$ cat src/rtl/uart_rx_oversample.sv
// UART receiver with majority-vote oversampling and a one-entry holding register.
// Optional even-parity bit is enabled by defining UART_RX_PARITY_EN (default build is 8N1).
module uart_rx_oversample #(
  parameter int OS_RATE   = 16,
  parameter int DATA_BITS = 8
) (
  input  logic                 clk,
  input  logic                 rst,
  input  logic                 os_tick,
  input  logic                 rx_serial,
  output logic [DATA_BITS-1:0] rx_data,
  output logic                 rx_valid,
  input  logic                 rx_ready,
  output logic                 parity_err,
  output logic                 frame_err,
  output logic                 overrun
);

  localparam int CW = $clog2(OS_RATE);
  localparam int BW = $clog2(DATA_BITS + 1);
  localparam logic [CW-1:0] C_S0   = CW'(OS_RATE/2 - 1);
  localparam logic [CW-1:0] C_S1   = CW'(OS_RATE/2);
  localparam logic [CW-1:0] C_DEC  = CW'(OS_RATE/2 + 1);
  localparam logic [CW-1:0] C_LAST = CW'(OS_RATE - 1);
  localparam logic [BW-1:0] C_BLAST = BW'(DATA_BITS - 1);

  // state     | meaning
  // S_IDLE    | line idle, waiting for a low sample on os_tick
  // S_START   | validating the start bit
  // S_DATA    | shifting data bits, LSB first
  // S_PARITY  | sampling the even-parity bit (parity builds only)
  // S_STOP    | checking the stop bit
  // S_WAIT_HIGH | after a framing error, waiting for the line to return high
  typedef enum logic [2:0] {
    S_IDLE,
    S_START,
    S_DATA,
    S_STOP,
    S_WAIT_HIGH
`ifdef UART_RX_PARITY_EN
    , S_PARITY
`endif
  } state_t;

  logic                 r_sync1, r_sync2;
  state_t               r_state;
  logic [CW-1:0]        r_cnt;
  logic [BW-1:0]        r_bitcnt;
  logic                 r_samp0, r_samp1;
  logic [DATA_BITS-1:0] r_shift;
  logic                 r_done;
  logic                 r_frame_err;
  logic [DATA_BITS-1:0] r_data;
  logic                 r_valid;
  logic                 r_overrun;
`ifdef UART_RX_PARITY_EN
  logic                 r_par_new;
  logic                 r_perr;
`endif

  logic w_rx, w_dec, w_wrap, w_maj;

  assign w_rx   = r_sync2;
  assign w_dec  = os_tick && (r_cnt == C_DEC);
  assign w_wrap = os_tick && (r_cnt == C_LAST);
  assign w_maj  = (r_samp0 & r_samp1) | (r_samp0 & w_rx) | (r_samp1 & w_rx);

  always_ff @(posedge clk) begin
    if (rst) begin
      r_sync1 <= 1'b1;
      r_sync2 <= 1'b1;
    end else begin
      r_sync1 <= rx_serial;
      r_sync2 <= r_sync1;
    end
  end

  always_ff @(posedge clk) begin
    if (rst) begin
      r_state     <= S_IDLE;
      r_cnt       <= '0;
      r_bitcnt    <= '0;
      r_samp0     <= 1'b1;
      r_samp1     <= 1'b1;
      r_shift     <= '0;
      r_done      <= 1'b0;
      r_frame_err <= 1'b0;
`ifdef UART_RX_PARITY_EN
      r_par_new   <= 1'b0;
`endif
    end else begin
      r_done      <= 1'b0;
      r_frame_err <= 1'b0;
      if (os_tick && (r_cnt == C_S0)) r_samp0 <= w_rx;
      if (os_tick && (r_cnt == C_S1)) r_samp1 <= w_rx;
      case (r_state)
        S_IDLE: begin
          if (os_tick && !w_rx) begin
            r_state <= S_START;
            r_cnt   <= '0;
          end
        end
        S_START: begin
          if (w_dec && w_maj) begin
            r_state <= S_IDLE;
            r_cnt   <= '0;
          end else if (w_wrap) begin
            r_state  <= S_DATA;
            r_cnt    <= '0;
            r_bitcnt <= '0;
          end else if (os_tick) begin
            r_cnt <= r_cnt + 1'b1;
          end
        end
        S_DATA: begin
          if (w_dec) r_shift <= {w_maj, r_shift[DATA_BITS-1:1]};
          if (w_wrap) begin
            r_cnt <= '0;
            if (r_bitcnt == C_BLAST) begin
`ifdef UART_RX_PARITY_EN
              r_state <= S_PARITY;
`else
              r_state <= S_STOP;
`endif
            end else begin
              r_bitcnt <= r_bitcnt + 1'b1;
            end
          end else if (os_tick) begin
            r_cnt <= r_cnt + 1'b1;
          end
        end
`ifdef UART_RX_PARITY_EN
        S_PARITY: begin
          if (w_dec) r_par_new <= (^r_shift) ^ w_maj;
          if (w_wrap) begin
            r_state <= S_STOP;
            r_cnt   <= '0;
          end else if (os_tick) begin
            r_cnt <= r_cnt + 1'b1;
          end
        end
`endif
        // Stop is decided mid-bit so a back-to-back start edge is never missed.
        S_STOP: begin
          if (w_dec) begin
            r_cnt <= '0;
            if (w_maj) begin
              r_state <= S_IDLE;
              r_done  <= 1'b1;
            end else begin
              r_state     <= S_WAIT_HIGH;
              r_frame_err <= 1'b1;
            end
          end else if (os_tick) begin
            r_cnt <= r_cnt + 1'b1;
          end
        end
        S_WAIT_HIGH: begin
          if (os_tick && w_rx) r_state <= S_IDLE;
        end
        default: begin
          r_state <= S_IDLE;
          r_cnt   <= '0;
        end
      endcase
    end
  end

  always_ff @(posedge clk) begin
    if (rst) begin
      r_data    <= '0;
      r_valid   <= 1'b0;
      r_overrun <= 1'b0;
`ifdef UART_RX_PARITY_EN
      r_perr    <= 1'b0;
`endif
    end else begin
      r_overrun <= 1'b0;
      if (r_done) begin
        if (!r_valid || rx_ready) begin
          r_data  <= r_shift;
          r_valid <= 1'b1;
`ifdef UART_RX_PARITY_EN
          r_perr  <= r_par_new;
`endif
        end else begin
          r_overrun <= 1'b1;
        end
      end else if (r_valid && rx_ready) begin
        r_valid <= 1'b0;
      end
    end
  end

  assign rx_data   = r_data;
  assign rx_valid  = r_valid;
  assign frame_err = r_frame_err;
  assign overrun   = r_overrun;
`ifdef UART_RX_PARITY_EN
  assign parity_err = r_perr;
`else
  assign parity_err = 1'b0;
`endif

endmodule

$ cat config.mk
export PLATFORM = sky130hd
export DESIGN_NAME = uart_rx_oversample
export DESIGN_NICKNAME = d
export VERILOG_FILES = /design/src/rtl/uart_rx_oversample.sv
export SDC_FILE = /design/constraint.sdc
export NUM_CORES = 1
export LEC_CHECK = 0
export ABC_AREA = 1
export CAP_MARGIN = 0
export CELL_PAD_IN_SITES_DETAIL_PLACEMENT = 1
export CELL_PAD_IN_SITES_GLOBAL_PLACEMENT = 2
export CORE_UTILIZATION = 31
export DETAILED_ROUTE_END_ITERATION = 10
export PLACE_DENSITY_LB_ADDON = 0.1
export SYNTH_ARGS = -nofsm -noshare
export SYNTH_HDL_FRONTEND = slang
export SYNTH_SLANG_ARGS = --single-unit
$ cat constraint.sdc
create_clock -name clk -period 1.65 [get_ports clk]
set_input_delay 0.33 -clock clk [delete_from_list [all_inputs] [get_ports clk]]
set_output_delay 0.33 -clock clk [all_outputs]
set_load 0.01 [all_outputs]
== Word-level counts from Yosys, hierarchy flattened ==
Cells that the tools add are included.

* Logic and storage cells: 91
* Input bits: 5
* Register bits: 35

* Multiplexer cells: 26
* Add/subtract/negate cells: 2
* Bitwise gates (word level): 9
* Reductions and logical operators: 22
* Equality and inequality tests: 19

{| class="wikitable"
|+ Operators with widths
! kind !! count
|-
| 4-bit two-way mux || 9
|-
| 3-bit two-way mux || 8
|-
| 4-bit one-hot mux with 5 select lines || 1
|-
| 2-bit inequality test (second input constant) || 8
|-
| 3-bit one-hot mux with 5 select lines || 1
|-
| 4-bit equality test (second input constant) || 3
|-
| 4-bit by 1-bit adder with 4-bit output (second input constant) || 2
|-
| 4-bit by 3-bit equality test with 1-bit output (second input constant) || 2
|-
| 1-bit logical AND || 8
|-
| 4-bit one-hot mux with 2 select lines || 1
|-
| 2-bit AND reduction || 4
|-
| 3-bit by 2-bit equality test with 1-bit output (second input constant) || 2
|-
| 1-bit two-way mux || 6
|-
| 6-bit AND reduction || 1
|-
| 5-bit AND reduction || 1
|-
| 1-bit inverter || 4
|-
| 2-bit nonzero test || 2
|-
| 1-bit bitwise AND || 3
|-
| 3-bit by 1-bit equality test with 1-bit output (second input constant) || 1
|-
| 3-bit equality test (second input constant) || 1
|-
| 3-bit zero test || 1
|-
| 3-bit inequality test (second input constant) || 1
|-
| 3-bit OR reduction || 1
|-
| 1-bit zero test || 2
|-
| 4 further kinds || 5
|}

== Longest topological paths before layout ==
* Depth after elaboration: 6
* Depth in mapped cells: 10
* Mapped depth without buffers: 10

== Worst setup path before layout ==
OpenSTA, ideal clock, no wires.

* Kind: reg2reg
* Start point: register r_cnt[0]
* End point: register r_state[0]
* Path buffers: 0
* Period minus slack after synthesis: 1324 ps
* Data required time: 1535 ps
* Stages on the path, launching flop included: 8
* Setup slack: 326 ps
* Arrival: 1209 ps
* Cell sequence: dfxtp_1 > ha_1 > nand2_1 > nor2_4 > nor2_2 > nor2_4 > nand3_4 > o21a_1

* Cells in the longest elaborated chain, start to end: 5

{| class="wikitable"
|+ Ends and longest elaborated chain
! element !! line !! text
|-
| start: declaration || 47 || <nowiki>logic [CW-1:0] r_cnt;</nowiki>
|-
| start signal: assignment || 112 || <nowiki>r_cnt <= r_cnt + 1'b1;</nowiki>
|-
| start signal: assignment || 129 || <nowiki>r_cnt <= r_cnt + 1'b1;</nowiki>
|-
| start signal: assignment || 155 || <nowiki>r_cnt <= r_cnt + 1'b1;</nowiki>
|-
| 4-bit equality test || 64 || <nowiki>assign w_dec = os_tick && (r_cnt == C_DEC);</nowiki>
|-
| 1-bit logical AND || 64 ||
|-
| 1-bit logical AND || 104 || <nowiki>if (w_dec && w_maj) begin</nowiki>
|-
| 3-bit inequality test (no source line) / 3-bit two-way mux (equally long branches) || n/a ||
|-
| 6-bit AND reduction (no source line) / 3-bit one-hot mux with 5 select lines (equally long branches) || n/a ||
|-
| end signal: assignment || 99 || <nowiki>r_state <= S_START;</nowiki>
|-
| end signal: assignment || 105 || <nowiki>r_state <= S_IDLE;</nowiki>
|-
| end signal: assignment || 108 || <nowiki>r_state <= S_DATA;</nowiki>
|-
| end: declaration || 46 || <nowiki>state_t r_state;</nowiki>
|}

Parallel ways exist; a longest one is shown, timed or not.
A chain may end at the register's enable or synchronous reset.

== Worst setup path in the final report ==
* Start point: input port os_tick
* End point: register r_state[2]

* Cells in the longest elaborated chain, start to end: 4

{| class="wikitable"
|+ Ends and longest elaborated chain
! element !! line !! text
|-
| start: declaration || 9 || <nowiki>input logic os_tick,</nowiki>
|-
| 1-bit logical AND || 64 ||
|-
| 1-bit logical AND || 104 ||
|-
| 3-bit inequality test (no source line) / 3-bit two-way mux (equally long branches) || n/a ||
|-
| 6-bit AND reduction (no source line) / 3-bit one-hot mux with 5 select lines (equally long branches) || n/a ||
|}

Parallel ways exist; a longest one is shown, timed or not.

==> results.toml <==
[cts]
clk_pin_slew_worst_paths_ns = 0.07
cts_max_level = 2
clk_latency_ns = 0.29
cts.sinks = 35
clockBufferDepth = 2
clock-root-buffer = "clkbuf_8"
cts_inserted_buffers = 5
post_cts_resized = 0
ctsHoldBuffers = 0
post_cts_buffers = 0
cts_tree = "done"

[setup_path]
crit_slowest_cell = "clkdlybuf4s50_1"
reg2reg_from = "r_cnt[1]$_SDFFE_PP0P_"
reg2reg_slack_ns = 0.19
reg2reg_to = "r_state[2]$_SDFFE_PP0P_"
worst-path-buf-inv = 1
cpMostUsedCell = "nor2_1"
endpoint_kind = "register"
cp_top_family = "simple AND/OR/NAND/NOR gates"
cp_data_required_time_ns = 1.83
cp_max_fo = 5
crit_chain = "clkdlybuf4s50_1 -> nand2_4 -> nor2_4 -> nor2_1 -> nor2_4 -> nand3_4 -> nor2_1 -> nor2_1"
rr_worst_depth = 9
cp-start-kind = "input port"
path_class = "input port to register"
max_stage_delay_ns = 0.56
crit_arrival_ns = 1.68

[placed_design]
place_inst = 296
numPortBuffers = 15
dp.final_hpwl_mm = 2.955
gp_congestion = 0.8472

[floorplanning]
initial_core_util = 0.3260
die_y_microns = 72.95
die_w_microns = 72.95
core_sq_um = 4786
rows = 25
die_area_sq_um = 5321
io_pins = 17

[drt]
wire_per_inst_microns = 12.48
first_pass_iters = 4
vias = 1396
first_iter_violations = 50
ant_nets = 0
drc = 0
wl_mm = 3.794
viasPerCell = 4.592

[yosys]
synth-edff-count = 0
syn-num-nets = 217
async_flop_share = 0
synth_flop_cell = "dfxtp_1"
yosysUniqueCellTypes = 28
syn_inst = 208
syn-cell-area_sq_um = 1560
ys_ff_latch = 35
yosysWarnings = 0
ys_seq_area_frac = 0.4491
postSynthAreaPerCell_sq_um = 7.501

[power_and_ir_drop]
clockPowerShare = 0.322
p_seq_frac = 0.451
p_sw_frac = 0.3229
switchingPower_uw = 667.0
power.density_nw_per_um2 = 1060
comb_power_share = 0.227
worst_ir_drop_vdd_uv = 443.1
p_int_uw = 1398
leakagePower_uw = 0.0008430

[timing]
drv_slew = 0
rsz0062_at_grt = "false"
min_period_over_period = 0.9073
hold_violations = 0
tns_ns = 0
fin_skew_ns = 0.005009
period_minus_slack_ns = 1.497
finalSetupViolations = 0
hold_ws_ns = 0.4131
clock.fmax_mhz = 668.0

[hold_path]
min_path_cells = 1
hp-class = "register to register"
worstHoldStart = "r_sync1$_SDFF_PP1_"
hold_path_end = "r_sync2$_SDFF_PP1_"

[cells_and_area]
fill_cells = 593
finalCoreUtilization = 0.4071
instances_no_fill = 304
drive_above_1_share = 0.1477
syn_to_final_growth_pct = 24.86
fin_nets = 245
diodes = 0

[status]
status = "finished, final reports clean"

[global_routing]
grt_pass1_vias = 1405
grt_max_degree = 15
grt_pass1_wl_mm = 6.306
antenna_found_initial = 0
grt_use_total = 0.1599
overflow = 0

[run]
drv_cap = 0
[power groups by stage]
| stage | sequential [uW] | combinational [uW] | clock, uW |
|---|---|---|---|
| final | 931 | 468 | 666 |
| after global routing | 936 | 538 | 733 |
| after CTS | 929 | 475 | 689 |
| after detailed placement | 950 | 471 | 0 |
| after global placement | 947 | 449 | 0 |
| after floorplan | 936 | 337 | 0 |
[cell type report]
cell class / count / area, sq um / share of cell area
multi-input combinational: 149 / 765.7 / 0.3931
sequential: 35 / 701.9 / 0.3603
timing repair buffer: 24 / 217.7 / 0.1118
tap: 67 / 83.83 / 0.04303
clock buffer: 6 / 82.58 / 0.04239
inverter: 21 / 80.08 / 0.04110
clock inverter: 2 / 16.27 / 0.008349
[kinds of logic (layout without fill, tap and decap cells)]
logic type,count (synthesis),after routing,synth area share
other cells,1,1,0.002403
buf+inv,24,53,0.06174
xor+xnor,5,5,0.02807
fa+ha+maj,4,4,0.03208
compound gates,30,30,0.1075
flops,35,35,0.4491
simple gates,109,109,0.3192
[metal layers]
layer	up-vias	share of wire	track usage
met1	646	0.46	0.1839
met3	9	0.035	0.04558
met4	0	0.029	0.08279
met2	23	0.47	0.2700
li1	718	-	-
met5	-	0	0
[flip-flops by register name, summed over array words and instances, names as in the netlist]
signal and flops:
r_cnt 4, r_state 3, r_sync2 1, frame_err 1, r_samp0 1, r_shift 8
overrun 1, r_samp1 1, rx_data 8, r_done 1, r_sync1 1, r_bitcnt 4
rx_valid 1
[stage by stage]
step / area [sq um] / setup slack (ns) / total power (uW)
finish: 1948 / 0.1530 / 2065
global placement: 1846 / -0.1050 / 1395
floorplan: 1560 / 0.3264 / 1274
global route: 1948 / 0.02119 / 2206
CTS: 1944 / 0.06534 / 2094
detailed placement: 1846 / -0.1871 / 1421
[layout by cell type (no fill, tap or decap)]
| cell | n |
|---|---|
| clkinvlp_4 | 1 |
| conb_1 | 1 |
| nor3_1 | 1 |
| clkbuf_8 | 6 |
| nand4_1 | 3 |
| buf_4 | 9 |
| o21a_1 | 1 |
| ha_1 | 4 |
| o311ai_0 | 1 |
| dfxtp_2 | 1 |
| clkinv_2 | 1 |
| nand2_1 | 30 |
| nand3_1 | 11 |
| o21ai_2 | 1 |
| nand3_4 | 1 |
| dfxtp_1 | 34 |
| nor2_4 | 3 |
| o21ai_0 | 19 |
| clkinv_4 | 1 |
| inv_2 | 1 |
| nand2_4 | 1 |
| nor2_2 | 3 |
| xor2_1 | 5 |
| nor4_1 | 2 |
| inv_1 | 19 |
| nand2_2 | 2 |
| nor2_1 | 49 |
| a21oi_1 | 7 |
| a211oi_2 | 1 |
| or2_2 | 3 |
| clkdlybuf4s50_1 | 15 |
[cell usage after synthesis (2+ instances only)]
cell     count  area [sq um]
xor2_1       5         43.79
inv_1       19         71.32
nor2_1      49         183.9
ha_1         4         50.05
nand4_1      3         18.77
nor2_4       3         33.78
nand3_1     11         55.05
dfxtp_1     35         700.7
nand2_1     31         116.4
nor2_2       3         18.77
a21oi_1      7         35.03
nor4_1       2         12.51
o21ai_0     19         95.09
or2_2        3         18.77
[worst max-delay path by stage]
stage,cells past startpoint,to,from
global route,9,r_state[2]$_SDFFE_PP0P_,r_cnt[1]$_SDFFE_PP0P_
detailed placement,7,r_shift[7]$_SDFFE_PP0P_,os_tick
global placement,7,r_shift[7]$_SDFFE_PP0P_,os_tick
CTS,8,r_shift[7]$_SDFFE_PP0P_,r_cnt[1]$_SDFFE_PP0P_
finish,8,r_state[2]$_SDFFE_PP0P_,os_tick
floorplan,7,r_state[0]$_SDFFE_PP0P_,r_cnt[0]$_SDFFE_PP0P_
No activity file was read; power rests on OpenSTA's default activity.
